`src/rtl/systemizer_pass_sched_pkg.sv`:
```
// systemizer_pass_sched_pkg: shared state encoding, default geometry, pass-type constants and row index type
package systemizer_pass_sched_pkg;
  localparam int DEF_N = 64;
  localparam int DEF_L = 768;
  localparam int DEF_MAX_REDO = 3;
  localparam int P = DEF_L / DEF_N;
  localparam int PW = $clog2(P + 1);
  localparam int CW = $clog2(DEF_L);
  localparam logic PASS_PIVOT = 1'b1;
  localparam logic PASS_REPLAY = 1'b0;
  typedef logic [CW-1:0] row_t;
  typedef enum logic [2:0] {
    S_IDLE,
    S_ISSUE,
    S_RUN,
    S_WB,
    S_NEXT,
    S_DONE,
    S_FAILCHK
  } state_t;
endpackage

```
`src/rtl/systemizer_phase_counter.sv`:
```
// systemizer_phase_counter: blk/ph pass counters (clr restarts at the first pivot pass, inc advances one pass) driving phase_id, pivot and the last-pass flag
module systemizer_phase_counter
  import systemizer_pass_sched_pkg::*;
#(
  parameter int NP  = P,
  parameter int NPW = PW
) (
  input  logic           clk,
  input  logic           rst,
  input  logic           clr,
  input  logic           inc,
  output logic [NPW-1:0] phase_id,
  output logic           pivot,
  output logic           last
);
  logic [NPW-1:0] blk, ph, blk_n, ph_n;
  logic adv_blk;
  always_comb begin
    adv_blk = inc && ph == blk && blk != NPW'(NP - 1);
    ph_n = clr ? '0 : (inc && ph < blk) ? ph + 1'b1 : adv_blk ? '0 : ph;
    blk_n = clr ? '0 : adv_blk ? blk + 1'b1 : blk;
    last = ph == blk && blk == NPW'(NP - 1);
    phase_id = ph;
  end
  always_ff @(posedge clk) begin
    if (rst) begin
      blk <= '0;
      ph <= '0;
      pivot <= PASS_REPLAY;
    end else begin
      blk <= blk_n;
      ph <= ph_n;
      pivot <= (clr || inc) ? ((ph_n == blk_n) ? PASS_PIVOT : PASS_REPLAY) : pivot;
    end
  end
endmodule

```
`src/rtl/systemizer_pass_sched.sv`:
```
// systemizer_pass_sched: replay/pivot pass sequencer with abort and bounded redo (start/redo_en in, busy/done/success/attempt status, pivot/pass_start/pass_end/phase_id to memory, dp_done/dp_fail/wb_done back)
module systemizer_pass_sched
  import systemizer_pass_sched_pkg::*;
#(
  parameter int N = DEF_N,
  parameter int L = DEF_L,
  parameter int MAX_REDO = DEF_MAX_REDO
) (
  input  logic                            clk,
  input  logic                            rst,
  input  logic                            start,
  input  logic                            redo_en,
  output logic                            busy,
  output logic                            done,
  output logic                            success,
  output logic [$clog2(MAX_REDO+1)-1:0]   attempt,
  output logic                            pivot,
  output logic                            pass_start,
  output logic                            pass_end,
  output logic [$clog2(L/N+1)-1:0]        phase_id,
  input  logic                            dp_done,
  input  logic                            dp_fail,
  input  logic                            wb_done
);
  localparam int PHW = $clog2(L / N + 1);
  localparam int AW = $clog2(MAX_REDO + 1);
  localparam logic [AW-1:0] MAXR = AW'(MAX_REDO);
  state_t state;
  logic last, clr, inc, retry;
  always_comb begin
    retry = redo_en && attempt < MAXR;
    clr = (state == S_IDLE && start) || (state == S_FAILCHK && retry);
    inc = state == S_NEXT && !last;
  end
  systemizer_phase_counter #(.NP(L / N), .NPW(PHW)) u_cnt (
    .clk      (clk),
    .rst      (rst),
    .clr      (clr),
    .inc      (inc),
    .phase_id (phase_id),
    .pivot    (pivot),
    .last     (last)
  );
  always_ff @(posedge clk) begin
    if (rst) begin
      state <= S_IDLE;
      busy <= 1'b0;
      done <= 1'b0;
      success <= 1'b0;
      attempt <= '0;
      pass_start <= 1'b0;
      pass_end <= 1'b0;
    end else begin
      pass_start <= 1'b0;
      pass_end <= 1'b0;
      done <= 1'b0;
      case (state)
        S_IDLE: if (start) begin
          state <= S_ISSUE;
          busy <= 1'b1;
          success <= 1'b0;
          attempt <= '0;
          pass_start <= 1'b1;
        end
        S_ISSUE: state <= S_RUN;
        S_RUN: if (dp_fail && pivot) begin
          state <= S_FAILCHK;
        end else if (dp_done) begin
          pass_end <= 1'b1;
          state <= pivot ? S_WB : S_NEXT;
        end
        S_WB: if (wb_done) state <= S_NEXT;
        S_NEXT: begin
          state <= last ? S_DONE : S_ISSUE;
          pass_start <= !last;
          done <= last;
          success <= last;
          busy <= !last;
        end
        S_FAILCHK: begin
          state <= retry ? S_ISSUE : S_DONE;
          attempt <= retry ? attempt + 1'b1 : attempt;
          pass_start <= retry;
          done <= !retry;
          busy <= retry;
        end
        S_DONE: state <= S_IDLE;
        default: state <= S_IDLE;
      endcase
    end
  end
endmodule

```
`config.mk`:
```
export PLATFORM = sky130hd
export DESIGN_NAME = systemizer_pass_sched
export DESIGN_NICKNAME = d
export VERILOG_FILES = /design/src/rtl/systemizer_pass_sched_pkg.sv /design/src/rtl/systemizer_phase_counter.sv /design/src/rtl/systemizer_pass_sched.sv
export SDC_FILE = /design/constraint.sdc
export NUM_CORES = 1
export LEC_CHECK = 0
export CORE_MARGIN = 1
export CORE_UTILIZATION = 25
export CTS_CLUSTER_SIZE = 16
export DETAILED_ROUTE_END_ITERATION = 10
export PLACE_DENSITY = 0.46
export SKIP_CTS_REPAIR_TIMING = 1
export SLEW_MARGIN = 20
export SYNTH_ARGS = -nofsm -noshare
export SYNTH_HDL_FRONTEND = slang
export SYNTH_SLANG_ARGS = --single-unit
```
`constraint.sdc`:
```
create_clock -name clk -period 4.85 [get_ports clk]
set_input_delay 0.97 -clock clk [delete_from_list [all_inputs] [get_ports clk]]
set_output_delay 0.97 -clock clk [all_outputs]
set_load 0.02 [all_outputs]
```
======== Word level (Yosys, flattened, before mapping) ========
Index checks and enable logic that the tools add are counted.
cells by class
  add/sub/neg operators ................... 3
  mux-type cells .......................... 25
  reduce and logical (&&, ||, !) cells .... 22
  equal/unequal tests ..................... 13
  bitwise logic cells ..................... 1
  magnitude comparators ................... 2
operator list
  cell                                                 count
  two-way mux 3 bit                                    7
  two-way mux 4 bit                                    5
  case mux 3 bit (6 select lines)                      1
  logical AND 1 bit                                    9
  adder 4 x 1 -> 4 bit, second input constant          2
  equality test 4 bit                                  2
  equality test 3 x 2 -> 1 bit, second input constant  2
  equality test 3 bit, second input constant           2
  != test 2 bit, second input constant                 3
  case mux 1 bit (3 select lines)                      2
  AND reduction 3 bit                                  2
  two-way mux 1 bit                                    5
  equality test 4 bit, second input constant           1
  < comparator 4 bit                                   1
  two-way mux 2 bit                                    2
  != test 4 bit, second input constant                 1
  case mux 1 bit (2 select lines)                      2
  case mux 2 bit (2 select lines)                      1
  AND reduction 2 bit                                  2
  nonzero test 2 bit                                   2
  equality test 3 x 1 -> 1 bit, second input constant  1
  logical NOT 3 bit                                    1
  != test 3 bit, second input constant                 1
  nonzero test 3 bit                                   1
  6 further kinds                                      8
storage, ports and cells
  flip-flop bits (word level) ............. 19
  output and inout port bits .............. 12
  logic and storage cells ................. 76

======== Logic depth before layout (Yosys ltp) ========
  depth in word-level cells ............... 11
  gate-level depth with buffers ........... 9
  gate-level depth less buffers ........... 8

======== By module ========
From an unflattened synthesis, not the netlist that was laid out.
second synthesis, totals
  cells, all modules ...................... 146
  area, all modules ....................... 1293.7 µm²
modules (own cells, without submodules)
  module                    area an instance (µm²)  cells an instance  sequential area each (µm²)  times used
  systemizer_phase_counter  720.7                   82                 180.2                       1
  systemizer_pass_sched     573.0                   64                 200.2                       1

======== Least setup slack after synthesis ========
No wires, ideal clock.
  path kind ............................... register to register
  from .................................... register u_cnt.ph[0] (netlist: u_cnt.phase_id[0])
  to ...................................... register u_cnt.pivot
  cell stages (with the launch flop) ...... 9
  path buffers ............................ 0
  setup time .............................. 0.116 ns
  setup slack ............................. 2.618 ns
  data arrival time ....................... 2.116 ns
  data required time ...................... 4.734 ns
  cell sequence ........................... dfxtp_1 inv_1 ha_1 nand4_1 o21ai_2 or3_4 a31oi_4 xnor2_1 a41o_1
between the ends
  word-level cells in the longest chain between the ends .. 11
  elaborated cells on any way between the ends .. 17
RTL lines
  item                             RTL line                                                        text
  start: declaration               systemizer_phase_counter.sv:16                                  logic [NPW-1:0] blk, ph, blk_n, ph_n;
  start signal: assignment         systemizer_phase_counter.sv:32                                  ph <= ph_n;
  equality test 4 bit              systemizer_phase_counter.sv:19, systemizer_phase_counter.sv:22
  logical AND 1 bit                systemizer_phase_counter.sv:22                                  last = ph == blk && blk == NPW'(NP - 1);
  logical NOT 1 bit                systemizer_pass_sched.sv:33                                     inc = state == S_NEXT && !last;
  logical AND 1 bit                systemizer_pass_sched.sv:33
  logical AND 1 bit (2 in series)  systemizer_phase_counter.sv:19                                  adv_blk = inc && ph == blk && blk != NPW'(NP - 1);
  two-way mux 4 bit (3 in series)  systemizer_phase_counter.sv:20                                  ph_n = clr ? '0 : (inc && ph < blk) ? ph + 1'b1 : adv_blk ? '0 : ph;
  equality test 4 bit              systemizer_phase_counter.sv:33                                  pivot <= (clr || inc) ? ((ph_n == blk_n) ? PASS_PIVOT : PASS_REPLAY) : pivot;
  two-way mux 1 bit                systemizer_phase_counter.sv:33
  end signal: assignment           systemizer_phase_counter.sv:33
  end: declaration                 systemizer_phase_counter.sv:13                                  output logic pivot,
Parallel ways exist; a longest one is shown, timed or not.
A chain may end at the register's enable or synchronous reset.

======== Worst setup path after layout ========
  from .................................... input port start
  to ...................................... register u_cnt.pivot
between the ends
  word-level cells in the longest chain between the ends .. 5
  elaborated cells on any way between the ends .. 7
RTL lines
  item                                         RTL line                                                        text
  start: declaration                           systemizer_pass_sched.sv:11                                     input logic start,
  logical AND 1 bit (*)                        systemizer_pass_sched.sv:32                                     clr = (state == S_IDLE && start) || (state == S_FAILCHK && retry);
  logical OR 1 bit (*)                         systemizer_pass_sched.sv:32
  two-way mux 4 bit, on equally long branches  systemizer_phase_counter.sv:20, systemizer_phase_counter.sv:21
  equality test 4 bit                          systemizer_phase_counter.sv:33
  two-way mux 1 bit                            systemizer_phase_counter.sv:33
Every way passes the cells marked *; elsewhere a longest branch is shown, timed or not.

==> flow_metrics.tcl <==
set metrics [dict create \
    grt_pass1_wl_um 5180 \
    peakVddDrop_v 0.000204 \
    synth.area.mux_share 0.00793 \
    antenna_found_initial 0 \
    die_h_um 73.1 \
    final_layout_size_suffix_gt1_frac 0.0952 \
    cts_tree "done" \
    outcome "complete, no violations" \
    crit_required_ns 5.04 \
    synth-xor-area-share 0.0486 \
    viasPerCell 4.88 \
    synth_nets 166 \
    hold_slack_ns 0.502 \
    synth.most_common_cell "nor2_1" \
    clockRootBuffer "clkbuf_8" \
    clk_pin_slew_worst_paths_ns 0.07 \
    fin_tns_setup_ns 0 \
    design_area_um2 1540 \
    post-route-util 0.322 \
    path_max_fanout 5 \
    slew_headroom 0.617 \
    vias 1147 \
    drv_slew 0 \
    path_depth 7 \
    fmaxAchievable_mhz 393 \
    cp.arrival_ns 2.73 \
    cap_violations 0 \
    pwr_density_cell_nw_per_um2 410 \
    first_pass_iters 4 \
    synth-adder-area-share 0.0694 \
    wl_per_cell_um 13.2 \
    min_path_cells 2 \
    ys_warn_count 0 \
    port_buffers 18 \
    yosysTopAreaCell "dfxtp_1" \
    synth_ff_type "dfxtp_1" \
    initial_core_util 0.264 \
    grt_pass1_vias 1155 \
    synth_common_cells "24 x nor2_1, 19 x dfxtp_1, 13 x a21oi_1" \
    netlist.area_leader.share 0.301 \
    dieWidth_um 73.1 \
    fin_crit_ns 2.54 \
    drt_first_iter_violations 74 \
    cts_buffers 3 \
    cpMostUsedCell "a21oi_1" \
    tightest_slew_ns 0.574 \
    leakagePower_nw 0.549 \
    synth_cell_types 52 \
    yosys.area_share.simple 0.302 \
    ant_nets 0 \
    netlist_top_cells_area "dfxtp_1 30%, nor2_1 7.1%, ha_1 6.9%" \
    hpwl_um 2420 \
    synth_edf_count 0 \
    worst-r2r-cell-count 8 \
    synth_area_per_cell_um2 8.31 \
    synthArstFlopShare 0 \
    skew_ns 0.00169 \
    cpLargestDelayFamily "simple AND/OR/NAND/NOR gates" \
    grt_max_degree 17 \
    core-area_um2 4790 \
    max_stage_delay_ns 0.53 \
    clockBufferDepth 2 \
    worstSetupEndpointType "flip-flop" \
    synth_top_family_by_area "simple AND/OR/NAND/NOR gates" \
    crit_buf_inv 1 \
    finalPower_w 0.000632 \
    cp_slowest_cell "clkdlybuf4s50_1" \
    worstPathCellList "clkdlybuf4s50_1 -> nor3b_1 -> a21oi_1 -> or2_2 -> a21oi_1 -> nor4b_1 -> a41o_1" \
    ys_ff_latch 19 \
    ioPinCount 19 \
    finalCritPeriodShare 0.524 \
    cts.sinks 19 \
    overflow 0 \
    rsz0062_at_grt "false" \
    fin_nets 183 \
    synth_compound_area_frac 0.225 \
    synth_cells 152 \
    antennaDiodeCount 0 \
    final-setup-viol-count 0 \
    wirelength_um 3100 \
    htreeDepth 1 \
    area_delta_synth_final_pct 22.0 \
    clkLatencyLatePin_ns 0.25 \
    worstHoldPathType "flip-flop to flip-flop" \
    place_congestion 0.848 \
    placed_cell_area_um2 1500 \
    hold_viol 0 \
    num_rows 25 \
    worstSetupPathType "input pin to flip-flop" \
    synth_area_um2 1260 \
    critPathLaunchType "input pin" \
    grtUsageTotal 0.123 \
    die_area_um2 5340 \
    drc 0 \
    ys_seq_area_frac 0.301 \
    num-fill-cells 507 \
]
-- path summary, 6_finish.rpt --
| path | slack [ns] | from | to |
|---|---|---|---|
| worst max register to register | 2.43 | u_cnt.phase_id[0]$_SDFF_PP0_ | u_cnt.pivot$_SDFFE_PP0P_ |
| worst min register to register | 0.50 | busy$_SDFFE_PP0P_ | busy$_SDFFE_PP0P_ |
| worst max-delay path | 2.31 | start | u_cnt.pivot$_SDFFE_PP0P_ |
| worst min-delay path | 0.50 | busy$_SDFFE_PP0P_ | busy$_SDFFE_PP0P_ |
-- through the flow --
stage	worst slack, ns	instances
final	2.31	235
after global routing	2.17	235
after CTS	2.30	235
after floorplan	2.62	152
after detailed placement	2.05	231
after global placement	2.12	231
-- layout make-up --
cell class | instances | area, um2 | area share
clock buffer | 4 | 45.0 | 0.0292
timing repair buffer | 18 | 180 | 0.117
tap | 67 | 83.8 | 0.0544
inverter | 7 | 26.3 | 0.0171
multi-input combinational | 120 | 825 | 0.535
sequential | 19 | 380 | 0.247
-- sequential cells by signal, indices dropped and copies added (netlist names) --
signal          cells
done                1
state               3
pass_end            1
busy                1
success             1
u_cnt.phase_id      4
u_cnt.pivot         1
u_cnt.blk           4
pass_start          1
attempt             2
-- power by group --
group	switching (W)	internal, W
registers	0.0000595	0.000184
clock network	0.0000477	0.0000582
logic	0.000159	0.000124
-- worst min-delay path: stages, from the launching register on --
cell and delay, ns:
dfxtp_1 0.32, nor2_1 0.10, nor3_1 0.05
-- cells in the final DEF (no fill, tap or decap), types with 3 or more instances in the layout --
cell type         n
dfxtp_1          19
clkbuf_8          3
nor2_1           24
clkdlybuf4s50_1  18
ha_1              7
nand4_1           3
xnor2_1           6
nand2_1           7
nor2b_1           3
a22oi_1           3
nand3_1           4
inv_1             7
a21oi_1          13
a31oi_1           3
nor3_1            4
-- cell families after synthesis --
| logic type | after synthesis |
|---|---|
| AOI/OAI and AO/OA | 38 |
| xor gates and xnor gates | 7 |
| adders and majority gates | 7 |
| buffers and inverters | 13 |
| DFF | 19 |
| muxes | 1 |
| and+or+nand+nor | 67 |
-- layer usage --
| layer | vias up | wire length [um] | part of all wire | global-route usage |
|---|---|---|---|---|
| met5 | - | 0 | 0 | 0 |
| met4 | 0 | 15 | 0.0048 | 0.0283 |
| met3 | 2 | 82 | 0.026 | 0.0152 |
| met2 | 19 | 1470 | 0.47 | 0.220 |
| met1 | 538 | 1530 | 0.49 | 0.157 |
| li1 | 588 | - | - | - |
Power figures use the tool's default switching activity.
